`src/rtl/rx_uart_if.sv`:
```
// rx_uart_if: serial input and byte-delivery signals of the UART receiver.
// master = receiver side, slave = line driver / byte consumer.
interface rx_uart_if;
  logic       rx_in;
  logic [7:0] rx_data;
  logic       rx_done_signal;
  logic       rx_frame_err;
  logic       rx_parity_err;
  logic       rx_busy;
  modport master (input rx_in, output rx_data, rx_done_signal, rx_frame_err, rx_parity_err, rx_busy);
  modport slave (output rx_in, input rx_data, rx_done_signal, rx_frame_err, rx_parity_err, rx_busy);
endinterface

```
`src/rtl/rx_uart.sv`:
```
// rx_uart: 8N1 UART receiver, mid-bit sampling on a 2-flop synchronized line.
// Define RX_PARITY_EN to add a parity bit (PARITY_ODD selects odd) and enable rx_parity_err.
module rx_uart #(
  parameter int CLK_FREQ  = 200_000_000,
  parameter int BAUD_RATE = 115200
`ifdef RX_PARITY_EN
  , parameter int PARITY_ODD = 0
`endif
) (
  input logic       clk,
  input logic       rst,
  rx_uart_if.master bus
);
  localparam int CLKS_PER_BIT = CLK_FREQ / BAUD_RATE;
  localparam int HALF_BIT     = CLKS_PER_BIT / 2;
  localparam int CNT_W        = $clog2(CLKS_PER_BIT);
`ifdef RX_PARITY_EN
  typedef enum logic [2:0] {IDLE, START, DATA, PARITY, STOP, WAIT_IDLE} state_t;
`else
  typedef enum logic [2:0] {IDLE, START, DATA, STOP, WAIT_IDLE} state_t;
`endif
  state_t             r_state, w_state_n;
  logic [1:0]         r_sync;
  logic [CNT_W-1:0]   r_cnt;
  logic [2:0]         r_idx;
  logic [7:0]         r_shift, r_data;
  logic               r_done, r_ferr, r_busy;
  logic               w_rx_s, w_half, w_bit_end, w_cnt_clr, w_shift, w_done, w_ferr;
  assign w_rx_s    = r_sync[1];
  assign w_half    = r_cnt == CNT_W'(HALF_BIT - 1);
  assign w_bit_end = r_cnt == CNT_W'(CLKS_PER_BIT - 1);
`ifdef RX_PARITY_EN
  logic w_par_smp, r_pflag, r_perr;
`endif
  always_ff @(posedge clk or posedge rst)
    if (rst) r_state <= IDLE;
    else     r_state <= w_state_n;
  always_comb begin
    w_state_n = r_state;
    w_cnt_clr = 1'b0;
    w_shift   = 1'b0;
    w_done    = 1'b0;
    w_ferr    = 1'b0;
`ifdef RX_PARITY_EN
    w_par_smp = 1'b0;
`endif
    case (r_state)
      IDLE: if (!w_rx_s) begin
        w_state_n = START;
        w_cnt_clr = 1'b1;
      end
      START: if (w_half) begin
        w_state_n = w_rx_s ? IDLE : DATA;
        w_cnt_clr = 1'b1;
      end
      DATA: if (w_bit_end) begin
        w_shift   = 1'b1;
        w_cnt_clr = 1'b1;
`ifdef RX_PARITY_EN
        if (r_idx == 3'd7) w_state_n = PARITY;
`else
        if (r_idx == 3'd7) w_state_n = STOP;
`endif
      end
`ifdef RX_PARITY_EN
      PARITY: if (w_bit_end) begin
        w_par_smp = 1'b1;
        w_cnt_clr = 1'b1;
        w_state_n = STOP;
      end
`endif
      STOP: if (w_bit_end) begin
        w_cnt_clr = 1'b1;
        w_done    = w_rx_s;
        w_ferr    = !w_rx_s;
        w_state_n = w_rx_s ? IDLE : WAIT_IDLE;
      end
      WAIT_IDLE: if (w_rx_s) w_state_n = IDLE;
      default: w_state_n = IDLE;
    endcase
  end
  always_ff @(posedge clk or posedge rst)
    if (rst) begin
      r_sync  <= 2'b11;
      r_cnt   <= '0;
      r_idx   <= '0;
      r_shift <= '0;
      r_data  <= '0;
      r_done  <= 1'b0;
      r_ferr  <= 1'b0;
      r_busy  <= 1'b0;
    end else begin
      r_sync <= {r_sync[0], bus.rx_in};
      r_cnt  <= w_cnt_clr ? '0 : r_cnt + 1'b1;
      if (w_shift) begin
        r_idx   <= r_idx + 1'b1;
        r_shift <= {w_rx_s, r_shift[7:1]};
      end
      if (w_done) r_data <= r_shift;
      r_done <= w_done;
      r_ferr <= w_ferr;
      r_busy <= w_state_n != IDLE;
    end
`ifdef RX_PARITY_EN
  // Mismatch is latched at the parity sample and reported alongside the done pulse.
  always_ff @(posedge clk or posedge rst)
    if (rst) begin
      r_pflag <= 1'b0;
      r_perr  <= 1'b0;
    end else begin
      if (w_par_smp) r_pflag <= (^r_shift) ^ (PARITY_ODD != 0) ^ w_rx_s;
      r_perr <= w_done & r_pflag;
    end
  assign bus.rx_parity_err = r_perr;
`else
  assign bus.rx_parity_err = 1'b0;
`endif
  assign bus.rx_data        = r_data;
  assign bus.rx_done_signal = r_done;
  assign bus.rx_frame_err   = r_ferr;
  assign bus.rx_busy        = r_busy;
endmodule

```
`src/flat_wrapper.sv`:
```
// flat-port wrapper written by rule: the top's interface ports become plain ports
module rx_uart_flat 
#(
  parameter int CLK_FREQ  = 200_000_000,
  parameter int BAUD_RATE = 115200

)
  (clk, rst, bus_rx_in, bus_rx_data, bus_rx_done_signal, bus_rx_frame_err, bus_rx_parity_err, bus_rx_busy);
  rx_uart_if bus_i ();
  input logic clk;
  input logic rst;
  input wire logic [$bits(bus_i.rx_in)-1:0] bus_rx_in;
  output wire logic [$bits(bus_i.rx_data)-1:0] bus_rx_data;
  output wire logic [$bits(bus_i.rx_done_signal)-1:0] bus_rx_done_signal;
  output wire logic [$bits(bus_i.rx_frame_err)-1:0] bus_rx_frame_err;
  output wire logic [$bits(bus_i.rx_parity_err)-1:0] bus_rx_parity_err;
  output wire logic [$bits(bus_i.rx_busy)-1:0] bus_rx_busy;
  assign bus_i.rx_in = bus_rx_in;
  assign bus_rx_data = bus_i.rx_data;
  assign bus_rx_done_signal = bus_i.rx_done_signal;
  assign bus_rx_frame_err = bus_i.rx_frame_err;
  assign bus_rx_parity_err = bus_i.rx_parity_err;
  assign bus_rx_busy = bus_i.rx_busy;
  rx_uart #(.CLK_FREQ(CLK_FREQ), .BAUD_RATE(BAUD_RATE)) u_core (.clk(clk), .rst(rst), .bus(bus_i));
endmodule
```
`config.mk`:
```
export PLATFORM = sky130hd
export DESIGN_NAME = rx_uart_flat
export DESIGN_NICKNAME = d
export VERILOG_FILES = /design/src/rtl/rx_uart_if.sv /design/src/rtl/rx_uart.sv /design/src/flat_wrapper.sv
export SDC_FILE = /design/constraint.sdc
export NUM_CORES = 1
export LEC_CHECK = 0
export CORE_UTILIZATION = 30
export CTS_CLUSTER_SIZE = 10
export DETAILED_ROUTE_END_ITERATION = 6
export PLACE_DENSITY_LB_ADDON = 0.2
export SYNTH_ARGS = -nofsm -noshare
export SYNTH_HDL_FRONTEND = slang
export SYNTH_SLANG_ARGS = --single-unit
```
`constraint.sdc`:
```
create_clock -name clk -period 2.8 [get_ports clk]
set_clock_uncertainty 0.2 [all_clocks]
set_input_delay 0.28 -clock clk [delete_from_list [all_inputs] [get_ports clk]]
set_output_delay 0.28 -clock clk [all_outputs]
set_load 0.01 [all_outputs]
```
==> results_dict.tcl, run 1 <==
set metrics [dict create \
    antenna_violations_before_repair 0 \
    start_kind "flip-flop" \
    final.fill_count 543 \
    worstReg2RegEnd "u_core.r_shift[3]$_DFFE_PP0P_" \
    r2r_start "u_core.r_cnt[4]$_DFF_PP0_" \
    tritoncts_num_sinks 38 \
    setup-violations-final 0 \
    synth_area_um2 1718 \
    min_path_cells 0 \
    clkSlewWorstSetupHoldPaths_ns 0.07 \
    fin_util_pct 36.20 \
    clock-root-buffer "sky130_fd_sc_hd__clkbuf_8" \
    seq_area_um2 953.4 \
    post-cts-setup-buffers 0 \
    critical-path-max-stage-delay_ns 0.72 \
    synth.avg_cell_area_um2 12.10 \
    fin_tns_setup_ns 0 \
    hold_buffers 0 \
    detailroute.via_count 1038 \
    cellLeakagePower_nw 0.9057 \
    drtIter0Drc 28 \
    final_count_of_pins_violating_max_slew 0 \
    setup.worst_path.end_class "flip-flop" \
    grt_usage_pct 11.27 \
    detail_route.drc_violations 0 \
    io_pins 15 \
    finalWeightedCongestion 0.8026 \
    post_route_cells_drive_above_1_share_pct 20.65 \
    cells_after_synthesis 142 \
    timing_hold_violations_final 0 \
    cts_tree "yes" \
    vias_per_cell 4.573 \
    effective_utilization_at_floorplan_pct 31.20 \
    first_global_vias 1065 \
    die_span_in_x_um 77.67 \
    ir_worst_vdd_mv 0.2077 \
    cp_data_arrival_time_ns 2.60 \
    drv.max_cap_violation_count 0 \
    run_status "complete, no violations" \
    r2r_slack_ns 0.17 \
    num_antenna_cells 0 \
    post_dp_cell_area_um2 1902 \
    synth_sequential_area_ratio_pct 55.50 \
    route.antenna.remaining_nets 0 \
    period_needed_ns 2.632 \
    type_of_the_worst_min_delay_path "reg -> reg" \
    worstHoldStart "u_core.r_sync[0]$_DFF_PP1_" \
    grt_overflow_total 0 \
    synth_largest_area_cell "sky130_fd_sc_hd__dfrtp_1" \
    crit_path_max_fanout 11 \
    rsz0062_at_grt "no" \
    pin_count_of_the_biggest_net_entering_global_routing 39 \
    timing.critical_path.cells "or3b_1, or4_1, nor3_4, buf_4, mux2_2" \
    cp_top_family "simple AND/OR/NAND/NOR gates" \
    path_class "reg -> reg" \
    placeableCoreArea_um2 5507 \
    synth-seq-cells 38 \
    drt-total-wl_um 2885 \
    drt-pass1-iter-count 4 \
    cpMaxStageDelayCell "sky130_fd_sc_hd__or4_1" \
    dp_hpwl_um 1997 \
    critical_path_cell_count 5 \
    ys_top_cells_by_area "sky130_fd_sc_hd__dfrtp_1, sky130_fd_sc_hd__mux2_2, sky130_fd_sc_hd__xor2_1" \
    post-route-period-util_pct 93.98 \
    achievable-frequency_mhz 380.0 \
    flow.area_growth_from_synthesis_pct 16.02 \
    portBuffers 13 \
    fin_total_pwr_mw 0.9454 \
    powerDensity_nw_per_um2 474.3 \
    num_rows 27 \
    cts-htree-levels 2 \
    die-area_um2 6033 \
    endpoint_of_the_worst_hold_timing_path "u_core.r_sync[1]$_DFF_PP1_" \
    ys_types 39 \
    fin_nets 160 \
    cts_made_buffers 5 \
    timing.critical_path.from "u_core.r_cnt[4]$_DFF_PP0_" \
    finalInstanceArea_um2 1993 \
    postSynthNetCount 148 \
    synthesis.yosys.warnings 0 \
    die-height_um 77.67 \
    area_taken_by_multi_input_logic_gates_um2 698.2 \
    maximum_number_of_buffers_from_clock_root_to_sink 2 \
    netlist.area_leader.share_pct 52.44 \
    clock_insertion_delay_worst_skew_ns 0.28 \
    wl_per_cell_um 12.71 \
    grt_pass1_wl_um 5140 \
    post_cts_resize_count 0 \
    crit_buf_inv 1 \
    worstRegToRegCells 5 \
    whs_ns 0.1579 \
    worst-endpoint-required_ns 2.77 \
]
-- layer usage --
metal,share of wire [%],wire [µm],global-route usage [%]
met5,0,0,0
met4,2.3,65,5.660
met2,43,1251,17.17
met3,2.8,81,3.529
met1,52,1487,14.34
-- worst max-delay path by stage --
stage	end	slack, ns
floorplan	u_core.r_idx[1]$_DFFE_PP0P_	0.39
global placement	u_core.r_shift[3]$_DFFE_PP0P_	0.22
detailed placement	u_core.r_shift[3]$_DFFE_PP0P_	0.17
CTS	u_core.r_shift[3]$_DFFE_PP0P_	0.16
global route	u_core.r_shift[3]$_DFFE_PP0P_	0.07
finish	u_core.r_shift[3]$_DFFE_PP0P_	0.17
-- where the power goes --
part / internal (mW) / leakage (nW) / switching [mW]
combinational: 0.00362 / 0.353 / 0.0112
sequential: 0.551 / 0.504 / 0.00244
clock: 0.198 / 0.0482 / 0.178
-- worst register-to-register path, cell delays in order, from the launching register on --
cell,delay [ns]
sky130_fd_sc_hd__dfrtp_1,0.44
sky130_fd_sc_hd__or3b_1,0.42
sky130_fd_sc_hd__or4_1,0.72
sky130_fd_sc_hd__nor3_4,0.18
sky130_fd_sc_hd__buf_4,0.22
sky130_fd_sc_hd__mux2_2,0.35
-- cell usage after synthesis (all sizes together) --
cell and n:
dfrtp 36, mux2 18, nor2 14, xor2 9
nand2 7, clkbuf 6, nand3 6, buf 4
inv 4, a21oi 3, and4 3, ha 3
nand4 3, dfstp 2, nand4b 2, nor3 2
o21ai 2, a211oi 1, a21boi 1, a221oi 1
a22oi 1, a311oi 1, and3 1, and3b 1
conb 1, nand2b 1, nand3b 1, nor2b 1
o21a 1, o41ai 1, or3 1, or3b 1
or4 1, or4b 1, xnor2 1
-- cells by family after synthesis --
| family | count (synthesis) | synth area share, % |
|---|---|---|
| AOI/OAI and AO/OA | 12 | 5.755 |
| muxes | 18 | 11.80 |
| xor gates and xnor gates | 10 | 5.099 |
| adders and majority gates | 3 | 2.185 |
| and+or+nand+nor | 46 | 15.59 |
| buffers and inverters | 14 | 3.860 |
| DFF | 38 | 55.50 |
| other | 1 | 0.2183 |
-- per-stage QoR --
step                cells  setup WS, ns
CTS                   227        0.1634
floorplan             142        0.3935
global placement      219        0.2193
finish                227        0.1685
global route          227       0.06607
detailed placement    219        0.1721
-- registers in the layout, indices dropped and copies added, names as in the netlist --
name                       count
u_core.r_idx                   3
u_core.r_sync                  2
u_core.r_cnt                  11
u_core.bus.rx_busy             1
u_core.bus.rx_data             8
u_core.bus.rx_done_signal      1
u_core.r_state                 3
u_core.r_shift                 8
u_core.bus.rx_frame_err        1
-- layout by cell type, fill, tap and decap left out, types with 2 or more instances in the layout --
master,n
sky130_fd_sc_hd__clkbuf_8,6
sky130_fd_sc_hd__xor2_1,9
sky130_fd_sc_hd__dfstp_2,2
sky130_fd_sc_hd__a21oi_1,3
sky130_fd_sc_hd__o21ai_0,2
sky130_fd_sc_hd__clkdlybuf4s50_1,13
sky130_fd_sc_hd__ha_1,3
sky130_fd_sc_hd__buf_4,2
sky130_fd_sc_hd__inv_1,4
sky130_fd_sc_hd__nand4b_1,2
sky130_fd_sc_hd__nand3_1,6
sky130_fd_sc_hd__nand2_1,7
sky130_fd_sc_hd__and4_1,3
sky130_fd_sc_hd__dfrtp_1,36
sky130_fd_sc_hd__mux2_2,18
sky130_fd_sc_hd__nor2_1,13
sky130_fd_sc_hd__nand4_1,3
-- area by class of cell --
type	count	share of cell area (%)
Multi-Input combinational cell	90	35.03
Clock inverter	1	0.2511
Timing Repair Buffer	15	7.282
Clock buffer	7	4.331
Tap cell	72	4.520
Inverter	4	0.7533
Sequential cell	38	47.83
No activity file was read; power rests on OpenSTA's default activity.
==> run 2: changes to the inputs <==
Clock period 2.8 ns to 2.9 ns, I/O delays scaled along.
==> run 2 against run 1 <==
Effect of this change: sequential share of layout area rose by 0.21 points; first-iteration DRC count rose to 3.0 times the previous value; largest cell class unchanged; non-clock buffer count did not move; clock-buffer cell count fell by 1; worst hold slack got worse by 0.0080 ns; die area did not move.
==> results_dict.tcl, run 2 (same netlist as run 1, synthesis figures left out) <==
set metrics [dict create \
    worstRegToRegCells 4 \
    clock_insertion_delay_worst_skew_ns 0.28 \
    wl_per_cell_um 12.44 \
    fin_nets 160 \
    setup-violations-final 0 \
    final_count_of_pins_violating_max_slew 0 \
    die-area_um2 6033 \
    start_kind "flip-flop" \
    path_class "reg -> reg" \
    cts-htree-levels 2 \
    antenna_violations_before_repair 0 \
    fin_tns_setup_ns 0 \
    flow.area_growth_from_synthesis_pct 15.51 \
    powerDensity_nw_per_um2 447.6 \
    cts_tree "yes" \
    worst_pin_slew_ns 0.5869 \
    die_span_in_x_um 77.67 \
    final.fill_count 559 \
    vias_per_cell 4.639 \
    area_taken_by_multi_input_logic_gates_um2 698.2 \
    first_global_vias 1003 \
    relative_max_transition_margin_pct 60.75 \
    placeableCoreArea_um2 5507 \
    fin_total_pwr_mw 0.8883 \
    timing_hold_violations_final 0 \
    r2r_start "u_core.r_cnt[4]$_DFF_PP0_" \
    largest_register_ffs 11 \
    timing.critical_path.from "u_core.r_cnt[4]$_DFF_PP0_" \
    drv.max_cap_violation_count 0 \
    detail_route.drc_violations 0 \
    portBuffers 13 \
    cts_made_buffers 5 \
    grt_pass1_wl_um 4974 \
    pin_count_of_the_biggest_net_entering_global_routing 39 \
    clock-root-buffer "sky130_fd_sc_hd__clkbuf_8" \
    drt-total-wl_um 2823 \
    seq_area_um2 953.4 \
    r2r_slack_ns 0.25 \
    achievable-frequency_mhz 377.3 \
    crit_path_max_fanout 11 \
    drtIter0Drc 85 \
    post_route_cells_drive_above_1_share_pct 20.65 \
    layout.cells.most_common "sky130_fd_sc_hd__dfrtp_1" \
    route.antenna.remaining_nets 0 \
    worstReg2RegEnd "u_core.r_shift[1]$_DFFE_PP0P_" \
    io_pins 15 \
    period_needed_ns 2.650 \
    grt_usage_pct 10.81 \
    type_of_the_worst_min_delay_path "reg -> reg" \
    effective_utilization_at_floorplan_pct 31.20 \
    mostFrequentLayoutCells "sky130_fd_sc_hd__dfrtp_1, sky130_fd_sc_hd__mux2_2, sky130_fd_sc_hd__nor2_1, sky130_fd_sc_hd__clkdlybuf4s50_1, sky130_fd_sc_hd__xor2_1" \
    post_cts_resize_count 0 \
    grt_overflow_total 0 \
    ir_worst_vdd_mv 0.2577 \
    finalWeightedCongestion 0.7725 \
    post-route-period-util_pct 91.39 \
    hold_buffers 0 \
    num_antenna_cells 0 \
    die-height_um 77.67 \
    cp_data_arrival_time_ns 2.61 \
    run_status "complete, no violations" \
    maximum_number_of_buffers_from_clock_root_to_sink 2 \
    largest_register "u_core.r_cnt" \
    cellLeakagePower_nw 0.9011 \
    crit_path_end "u_core.r_shift[1]$_DFFE_PP0P_" \
    num_rows 27 \
    rsz0062_at_grt "no" \
    clkSlewWorstSetupHoldPaths_ns 0.07 \
    dp_hpwl_um 1901 \
    drt-pass1-iter-count 6 \
    tritoncts_num_sinks 38 \
    post-cts-setup-buffers 0 \
    setup.worst_path.end_class "flip-flop" \
    worst-endpoint-required_ns 2.86 \
    detailroute.via_count 1053 \
]
run 2: changes by cell type in the layout (fill, tap and decap cells not counted):
cell and change:
sky130_fd_sc_hd__clkbuf_8 -1, sky130_fd_sc_hd__clkinv_2 +1
run 2: worst max-delay path, cell delays in order (launching register included):
cell and delay [ns]:
sky130_fd_sc_hd__dfrtp_1 0.43, sky130_fd_sc_hd__or3b_1 0.42, sky130_fd_sc_hd__or4_1 0.58, sky130_fd_sc_hd__nor3_4 0.49
sky130_fd_sc_hd__mux2_2 0.40
run 2: report_power, final:
group | internal (mW) | total [mW] | switching [mW] | leakage [nW]
sequential | 0.532 | 0.534 | 0.00214 | 0.504
clock | 0.166 | 0.339 | 0.173 | 0.0450
combinational | 0.00349 | 0.0144 | 0.0109 | 0.352
run 2: through the flow:
| step | worst slack [ns] | utilization [%] | hold slack (ns) | instance area (µm²) | cells |
|---|---|---|---|---|---|
| floorplan | 0.4935 | - | 0.09448 | 1718 | 142 |
| global placement | 0.2874 | 34.54 | 0.1475 | 1902 | 219 |
| detailed placement | 0.2495 | 34.54 | 0.1481 | 1902 | 219 |
| CTS | 0.2282 | 36.04 | 0.1521 | 1984 | 227 |
| global route | 0.1506 | 36.04 | 0.1556 | 1984 | 227 |
| finish | 0.2498 | 36.04 | 0.1499 | 1984 | 227 |
run 2: layout make-up:
type | count | area share, %
Clock inverter | 2 | 0.5044
Sequential cell | 38 | 48.05
Inverter | 4 | 0.7566
Timing Repair Buffer | 15 | 7.314
Tap cell | 72 | 4.540
Multi-Input combinational cell | 90 | 35.18
Clock buffer | 6 | 3.657
run 2: worst min-delay path by stage:
stage | startpoint | to | cells after the start
floorplan | bus_rx_in | u_core.r_sync[0]$_DFF_PP1_ | 0
global placement | u_core.r_sync[0]$_DFF_PP1_ | u_core.r_sync[1]$_DFF_PP1_ | 0
detailed placement | u_core.r_sync[0]$_DFF_PP1_ | u_core.r_sync[1]$_DFF_PP1_ | 0
CTS | u_core.r_sync[0]$_DFF_PP1_ | u_core.r_sync[1]$_DFF_PP1_ | 0
global route | u_core.r_sync[0]$_DFF_PP1_ | u_core.r_sync[1]$_DFF_PP1_ | 0
finish | u_core.r_sync[0]$_DFF_PP1_ | u_core.r_sync[1]$_DFF_PP1_ | 0
run 2: per-layer routing:
layer | track usage [%] | wire, µm | up-vias
li1 | - | - | 516
met1 | 14.60 | 1424 | 514
met2 | 16.02 | 1254 | 16
met3 | 3.294 | 98 | 7
met4 | 4.528 | 45 | 0
met5 | 0 | 0 | -
==> run 3: changes to the inputs <==
Settings changed: CTS_CLUSTER_SIZE 10 to unset.
==> results of run 3 <==
No change in the layout: final DEF, timing and power equal those of run 2.
